### config.mk
export PLATFORM = sky130hd
export DESIGN_NAME = pc_gen_unit_flat
export DESIGN_NICKNAME = d
export VERILOG_FILES = /design/src/rtl/pc_gen_unit_if.sv /design/src/rtl/pc_gen_unit.sv /design/src/flat_wrapper.sv
export SDC_FILE = /design/constraint.sdc
export NUM_CORES = 1
export LEC_CHECK = 0
export ABC_AREA = 1
export ABC_CLOCK_PERIOD_IN_PS = 5000
export CAP_MARGIN = 10
export CORE_AREA = 3 3 136 138
export DETAILED_ROUTE_END_ITERATION = 10
export DIE_AREA = 0 0 139 141
export GPL_TIMING_DRIVEN = 0
export PLACE_DENSITY_LB_ADDON = 0.15
export REMOVE_ABC_BUFFERS = 1
export SLEW_MARGIN = 30
export SYNTH_ARGS = -nofsm -noshare
export SYNTH_HDL_FRONTEND = slang
export SYNTH_SLANG_ARGS = --single-unit
### constraint.sdc
create_clock -name clk -period 5 [get_ports clk]
set_input_delay 1 -clock clk [delete_from_list [all_inputs] [get_ports clk]]
set_output_delay 1 -clock clk [all_outputs]
set_load 0.02 [all_outputs]
### src/rtl/pc_gen_unit_if.sv
// Decode/WB <-> fetch PC generator bundle: control-flow operands in, SRAM address and link write out.
// Purely wiring; all timing lives in pc_gen_unit.
interface pc_gen_unit_if #(
  parameter int ADDR_W = 32
);
  logic              stall;
  logic              br_valid;
  logic [3:0]        br_type;
  logic [ADDR_W-1:0] inst_pc;
  logic [15:0]       b_offset;
  logic [25:0]       j_index;
  logic [31:0]       rdata1;
  logic [31:0]       rdata2;
  logic              exc_req;
  logic              eret_req;
  logic [ADDR_W-1:0] epc;
  logic [ADDR_W-1:0] next_pc;
  logic [ADDR_W-1:0] current_pc;
  logic              inst_sram_en;
  logic              redirect;
  logic              pending;
  logic              link_wen;
  logic [ADDR_W-1:0] link_addr;
  logic              addr_err;

  modport master (
    output stall, br_valid, br_type, inst_pc, b_offset, j_index, rdata1, rdata2,
           exc_req, eret_req, epc,
    input  next_pc, current_pc, inst_sram_en, redirect, pending, link_wen, link_addr, addr_err
  );

  modport slave (
    input  stall, br_valid, br_type, inst_pc, b_offset, j_index, rdata1, rdata2,
           exc_req, eret_req, epc,
    output next_pc, current_pc, inst_sram_en, redirect, pending, link_wen, link_addr, addr_err
  );
endinterface

### src/rtl/pc_gen_unit.sv
// Fetch PC generator: resolves branches/jumps, exception/ERET redirects; next_pc is combinational,
// current_pc follows one edge later. A taken target seen under stall is parked until stall drops.
module pc_gen_unit #(
  parameter int                ADDR_W       = 32,
  parameter logic [ADDR_W-1:0] RESET_VECTOR = 'hbfc00000,
  parameter logic [ADDR_W-1:0] EXC_VECTOR   = 'hbfc00380
) (
  input  logic        clk,
  input  logic        resetn,
  pc_gen_unit_if.slave bus
);
  typedef enum logic {IDLE, PENDING} state_e;

  localparam logic [ADDR_W-1:0] FOUR  = 4;
  localparam logic [ADDR_W-1:0] EIGHT = 8;

  state_e            state_q;
  logic [ADDR_W-1:0] pc_q, pc_d, tgt_q;
  logic              redirect_q;

  logic              cond, is_link, idle, taken_now, pend_load, take_load, override_req, redir_sel;
  logic              rs_neg, rs_zero;
  logic [ADDR_W-1:0] pc4, br_tgt, j_tgt, tgt;

  assign rs_neg  = bus.rdata1[31];
  assign rs_zero = (bus.rdata1 == 32'd0);
  assign pc4     = bus.inst_pc + FOUR;
  assign br_tgt  = pc4 + {{(ADDR_W-18){bus.b_offset[15]}}, bus.b_offset, 2'b00};
  assign j_tgt   = {pc4[ADDR_W-1:28], bus.j_index, 2'b00};

  always_comb begin
    cond    = 1'b0;
    is_link = 1'b0;
    tgt     = br_tgt;
    case (bus.br_type)
      4'h0: cond = (bus.rdata1 != bus.rdata2);
      4'h1: cond = (bus.rdata1 == bus.rdata2);
      4'h2: cond = ~rs_neg;
      4'h3: cond = ~rs_neg & ~rs_zero;
      4'h4: cond = rs_neg | rs_zero;
      4'h5: cond = rs_neg;
      4'h6: begin cond = ~rs_neg; is_link = 1'b1; end
      4'h7: begin cond = rs_neg;  is_link = 1'b1; end
      4'h8: begin cond = 1'b1; tgt = j_tgt; end
      4'h9: begin cond = 1'b1; tgt = j_tgt; is_link = 1'b1; end
      4'hA: begin cond = 1'b1; tgt = bus.rdata1[ADDR_W-1:0]; end
      4'hB: begin cond = 1'b1; tgt = bus.rdata1[ADDR_W-1:0]; is_link = 1'b1; end
      default: ;
    endcase
  end

  assign idle         = (state_q == IDLE);
  assign taken_now    = bus.br_valid & cond & idle;
  assign override_req = bus.exc_req | bus.eret_req;
  assign pend_load    = ~idle & ~bus.stall;
  assign take_load    = taken_now & ~bus.stall;
  assign redir_sel    = resetn & (override_req | pend_load | take_load);

  always_comb begin
    if (!resetn)           pc_d = RESET_VECTOR;
    else if (bus.exc_req)  pc_d = EXC_VECTOR;
    else if (bus.eret_req) pc_d = bus.epc;
    else if (pend_load)    pc_d = tgt_q;
    else if (take_load)    pc_d = tgt;
    else if (bus.stall)    pc_d = pc_q;
    else                   pc_d = pc_q + FOUR;
  end

  // Redirects dominate: an exception or ERET drops both a parked and a fresh target.
  always_ff @(posedge clk) begin
    if (!resetn) begin
      state_q    <= IDLE;
      tgt_q      <= '0;
      pc_q       <= RESET_VECTOR;
      redirect_q <= 1'b0;
    end else begin
      pc_q       <= pc_d;
      redirect_q <= redir_sel;
      if (override_req) begin
        state_q <= IDLE;
      end else begin
        case (state_q)
          IDLE: if (taken_now && bus.stall) begin
            tgt_q   <= tgt;
            state_q <= PENDING;
          end
          PENDING: if (!bus.stall) state_q <= IDLE;
          default: state_q <= IDLE;
        endcase
      end
    end
  end

  assign bus.next_pc      = pc_d;
  assign bus.current_pc   = pc_q;
  assign bus.redirect     = redirect_q;
  assign bus.pending      = (state_q == PENDING);
  assign bus.inst_sram_en = ~resetn | ~bus.stall | override_req;
  assign bus.link_wen     = bus.br_valid & is_link & idle;
  assign bus.link_addr    = bus.inst_pc + EIGHT;
  assign bus.addr_err     = resetn & ~override_req &
                            ((pend_load & (tgt_q[1:0] != 2'b00)) |
                             (taken_now & (tgt[1:0] != 2'b00)));
endmodule

### src/flat_wrapper.sv
// flat-port wrapper written by rule: the top's interface ports become plain ports
module pc_gen_unit_flat 
#(
  parameter int                ADDR_W       = 32,
  parameter logic [ADDR_W-1:0] RESET_VECTOR = 'hbfc00000,
  parameter logic [ADDR_W-1:0] EXC_VECTOR   = 'hbfc00380
)
  (clk, resetn, bus_stall, bus_br_valid, bus_br_type, bus_inst_pc, bus_b_offset, bus_j_index, bus_rdata1, bus_rdata2, bus_exc_req, bus_eret_req, bus_epc, bus_next_pc, bus_current_pc, bus_inst_sram_en, bus_redirect, bus_pending, bus_link_wen, bus_link_addr, bus_addr_err);
  pc_gen_unit_if #(.ADDR_W(ADDR_W)) bus_i ();
  input  logic clk;
  input  logic resetn;
  input wire logic [$bits(bus_i.stall)-1:0] bus_stall;
  input wire logic [$bits(bus_i.br_valid)-1:0] bus_br_valid;
  input wire logic [$bits(bus_i.br_type)-1:0] bus_br_type;
  input wire logic [$bits(bus_i.inst_pc)-1:0] bus_inst_pc;
  input wire logic [$bits(bus_i.b_offset)-1:0] bus_b_offset;
  input wire logic [$bits(bus_i.j_index)-1:0] bus_j_index;
  input wire logic [$bits(bus_i.rdata1)-1:0] bus_rdata1;
  input wire logic [$bits(bus_i.rdata2)-1:0] bus_rdata2;
  input wire logic [$bits(bus_i.exc_req)-1:0] bus_exc_req;
  input wire logic [$bits(bus_i.eret_req)-1:0] bus_eret_req;
  input wire logic [$bits(bus_i.epc)-1:0] bus_epc;
  output wire logic [$bits(bus_i.next_pc)-1:0] bus_next_pc;
  output wire logic [$bits(bus_i.current_pc)-1:0] bus_current_pc;
  output wire logic [$bits(bus_i.inst_sram_en)-1:0] bus_inst_sram_en;
  output wire logic [$bits(bus_i.redirect)-1:0] bus_redirect;
  output wire logic [$bits(bus_i.pending)-1:0] bus_pending;
  output wire logic [$bits(bus_i.link_wen)-1:0] bus_link_wen;
  output wire logic [$bits(bus_i.link_addr)-1:0] bus_link_addr;
  output wire logic [$bits(bus_i.addr_err)-1:0] bus_addr_err;
  assign bus_i.stall = bus_stall;
  assign bus_i.br_valid = bus_br_valid;
  assign bus_i.br_type = bus_br_type;
  assign bus_i.inst_pc = bus_inst_pc;
  assign bus_i.b_offset = bus_b_offset;
  assign bus_i.j_index = bus_j_index;
  assign bus_i.rdata1 = bus_rdata1;
  assign bus_i.rdata2 = bus_rdata2;
  assign bus_i.exc_req = bus_exc_req;
  assign bus_i.eret_req = bus_eret_req;
  assign bus_i.epc = bus_epc;
  assign bus_next_pc = bus_i.next_pc;
  assign bus_current_pc = bus_i.current_pc;
  assign bus_inst_sram_en = bus_i.inst_sram_en;
  assign bus_redirect = bus_i.redirect;
  assign bus_pending = bus_i.pending;
  assign bus_link_wen = bus_i.link_wen;
  assign bus_link_addr = bus_i.link_addr;
  assign bus_addr_err = bus_i.addr_err;
  pc_gen_unit #(.ADDR_W(ADDR_W), .RESET_VECTOR(RESET_VECTOR), .EXC_VECTOR(EXC_VECTOR)) u_core (.clk(clk), .resetn(resetn), .bus(bus_i));
endmodule
==> results by group <==
Outcome
  – Outcome: finished, violations left
  – Failing checks: setup timing

CTS
  – Root buffer cell: clkbuf_16
  – Clk sinks: 66
  – H-tree lvl count: 3
  – CTS tree: done
  – CTS Buf Count: 9
  – Clock buffer depth: 2
  – CTS Hold Bufs: 0
  – Worst-Skew Late Latency: 0.35 ns
  – Reg clk slew, reported paths: 0.06 ns

Worst hold path
  – Hold Crit Class: reg -> reg

Timing
  – Unrepaired setup endpoints after global routing: yes
  – Min Hold Slack: 0.449 ns
  – Rel. slew slack: 28.8%
  – Final Max Tran Viols: 0
  – Top achievable clock speed: 188 MHz
  – Final Hold Fails: 0
  – Final Skew: 0.00892 ns
  – Fin worst setup slack: -0.331 ns
  – Minimum clock period: 5.33 ns
  – Slew @ Worst Pin: 1.06 ns
  – Setup violators final: 15
  – Post-route clock period utilization: 107%

Route
  – WL per Instance: 20.4 um
  – Routed via count: 11700
  – Post-route ant nets: 0
  – Via-to-Cell Ratio: 5.81
  – DRT iter0 DRCs: 1143
  – Post-route DRC: 0
  – DRT Wirelength: 41.0 mm
  – Initial DRT Pass Iterations: 7

GRT
  – Largest net degree at the start of global routing: 51
  – Grt total ovfl: 0
  – Number of global-route vias before repair: 11100
  – First-pass GRT wire length: 58.7 mm
  – All-Layer GR Usage: 37.8%
  – Antenna violations before repair: 2

Synthesis
  – Synth cell types: 46
  – YS warnings: 0
  – Post-synth EDFFs: 0
  – #FFs+latches synth: 66
  – Register area share after synthesis: 15.9%
  – Fraction of registers with async set or reset after synthesis: 0%
  – Synth Flop Type: dfxtp_1
  – Syn Inst Count: 1447
  – Post-Syn Area: 8310 um^2
  – Syn_area_per_cell: 5.74 um^2

Placed design
  – Area after DPL: 11200 um^2
  – Placed cell count: 1908
  – Final GP Congestion: 1.02
  – Number of port buffers: 280
  – Post-DP HPWL: 28.8 mm

Floorplan
  – Starting density of the core: 48.0%
  – Die Area: 19600 um^2
  – Core ar.: 17300 um^2
  – # rows: 48
  – Ports: 281
  – Die W: 139 um
  – Die height: 141 um

Layout
  – Fraction of layout cells with a size suffix above 1: 23.7%
  – # diodes: 0
  – Nets: 1997
  – Final instance area: 13500 um^2
  – Final Non-Filler Cells: 2011
  – P&R area growth vs syn: 62.3%

Power
  – Peak VDD IR: 204 uV
  – Total chip power: 2.54 mW
  – PwrDens: 188 nW/um^2
  – Pleak: 5.94 nW

Worst setup path
  – Crit path launch type: input port
  – Worst-path fanout max: 3
  – Reg-to-reg startpoint: u_core.bus.current_pc[2]$_SDFF_PN0_
  – Crit path kind: in -> out
  – Reg-to-Reg End: u_core.bus.current_pc[20]$_SDFF_PN0_
  – FF-to-FF setup slack: 1.64 ns
  – Crit end category: primary output
  – Critical Path RT: 4.00 ns
  – Critical path data arrival time: 4.33 ns
  – Critical Path Source: bus_inst_pc[3]
  – Reg2reg path depth: 21
  – Capture point of the worst path: bus_next_pc[30]

Run
  – Number of maximum-capacitance violations: 0
state kept, by name, summed over array words and instances, names as in the netlist:
| name | flops |
|---|---|
| u_core.bus.current_pc | 32 |
| u_core.bus.pending | 1 |
| u_core.bus.redirect | 1 |
| u_core.tgt_q | 32 |
layout by cell type, fill, tap and decap left out, drive strengths merged, types with 64 or more instances in the layout:
master,n
nor2,150
xor2,64
inv,202
o21ai,107
dfxtp,66
clkdlybuf4s50,221
buf,119
nand2,409
a21oi,97
nand3,92
through the flow:
stage	setup slack (ns)	util, %	TNS, ns
CTS	-0.327	73.3	-3.58
global route	-0.446	77.9	-5.50
global placement	-1.95	64.6	-65.66
finish	-0.331	77.9	-2.77
floorplan	-0.186	-	-1.03
detailed placement	-1.91	64.6	-56.36
metal layers:
metal	wire (um)	vias up	track usage, %
met5	27	-	0
met4	3000	4	22.3
met3	3800	218	7.33
met2	19700	752	66.2
met1	14400	5354	42.8
li1	-	5362	-
synthesized netlist by cell type (22+ instances only):
master     n  share of area (%)
nor3_1    22                1.3
o21ai_0   68                4.1
xor2_1    64                6.7
nand3_1   83                5.0
nand2_1  406                 18
xnor2_1   35                3.7
nor2_1   141                6.4
ha_1      35                5.3
inv_1    186                8.4
dfxtp_1   66                 16
a21oi_1   97                5.8
o21ai_1   39                2.4
worst max-delay path, cell delays in order:
cell	delay [ns]
buf_8	0.08
ha_4	0.14
nand2_4	0.05
nor2_4	0.10
inv_2	0.06
nor2_4	0.13
inv_4	0.06
nor4_4	0.22
xor2_1	0.34
mux2i_2	0.19
inv_2	0.15
ha_4	0.23
nand2_2	0.10
inv_2	0.07
nand2_2	0.07
nand2_2	0.06
o21bai_4	0.19
a21oi_2	0.14
nand2_1	0.06
nand2_1	0.07
nand3_2	0.11
nand2_2	0.11
nor2_1	0.05
o21ai_2	0.21
a21oi_2	0.10
buf_4	0.21
how the worst min path moves through the flow:
stage	startpoint	to	slack, ns	cells after the start
after CTS	u_core.tgt_q[6]$_SDFFE_PN0P_	u_core.tgt_q[6]$_SDFFE_PN0P_	0.45	2
after floorplan	u_core.tgt_q[11]$_SDFFE_PN0P_	u_core.tgt_q[11]$_SDFFE_PN0P_	0.42	2
after detailed placement	u_core.tgt_q[6]$_SDFFE_PN0P_	u_core.tgt_q[6]$_SDFFE_PN0P_	0.44	2
after global routing	u_core.tgt_q[4]$_SDFFE_PN0P_	u_core.tgt_q[4]$_SDFFE_PN0P_	0.46	2
final	u_core.tgt_q[6]$_SDFFE_PN0P_	u_core.tgt_q[6]$_SDFFE_PN0P_	0.45	2
after global placement	u_core.tgt_q[5]$_SDFFE_PN0P_	u_core.tgt_q[5]$_SDFFE_PN0P_	0.44	2
final cells by class:
class / instances / area [um^2]
multi-input combinational: 1136 / 7430
fill: 1284 / 3820
timing repair buffer: 363 / 3330
sequential: 66 / 1320
inverter: 205 / 793
tap: 225 / 282
clock buffer: 11 / 243
clock inverter: 5 / 77.6
timing repair:
action / in CTS / in global routing
gates resized for setup: 367 / 205
cloned: 3 / 1
setup buffers: 57 / 28
endpoints found under the setup margin: 36 / 30
pin swaps: 78 / 92
report_power, final:
| group | switching [mW] | internal (mW) | leakage [nW] |
|---|---|---|---|
| clock network | 0.253 | 0.449 | 0.156 |
| registers | 0.0230 | 0.547 | 0.539 |
| logic | 0.727 | 0.537 | 5.25 |
cell families (layout without fill, tap and decap cells):
group,after synthesis,in the layout,share of synthesized area (%)
buf+inv,249,584,11.9
simple gates,709,713,36.3
fa+ha+maj,36,36,5.51
compound gates,283,283,19.3
xor+xnor,99,99,10.4
flops,66,66,15.9
mux,5,5,0.603
No activity file was read; power rests on OpenSTA's default activity.
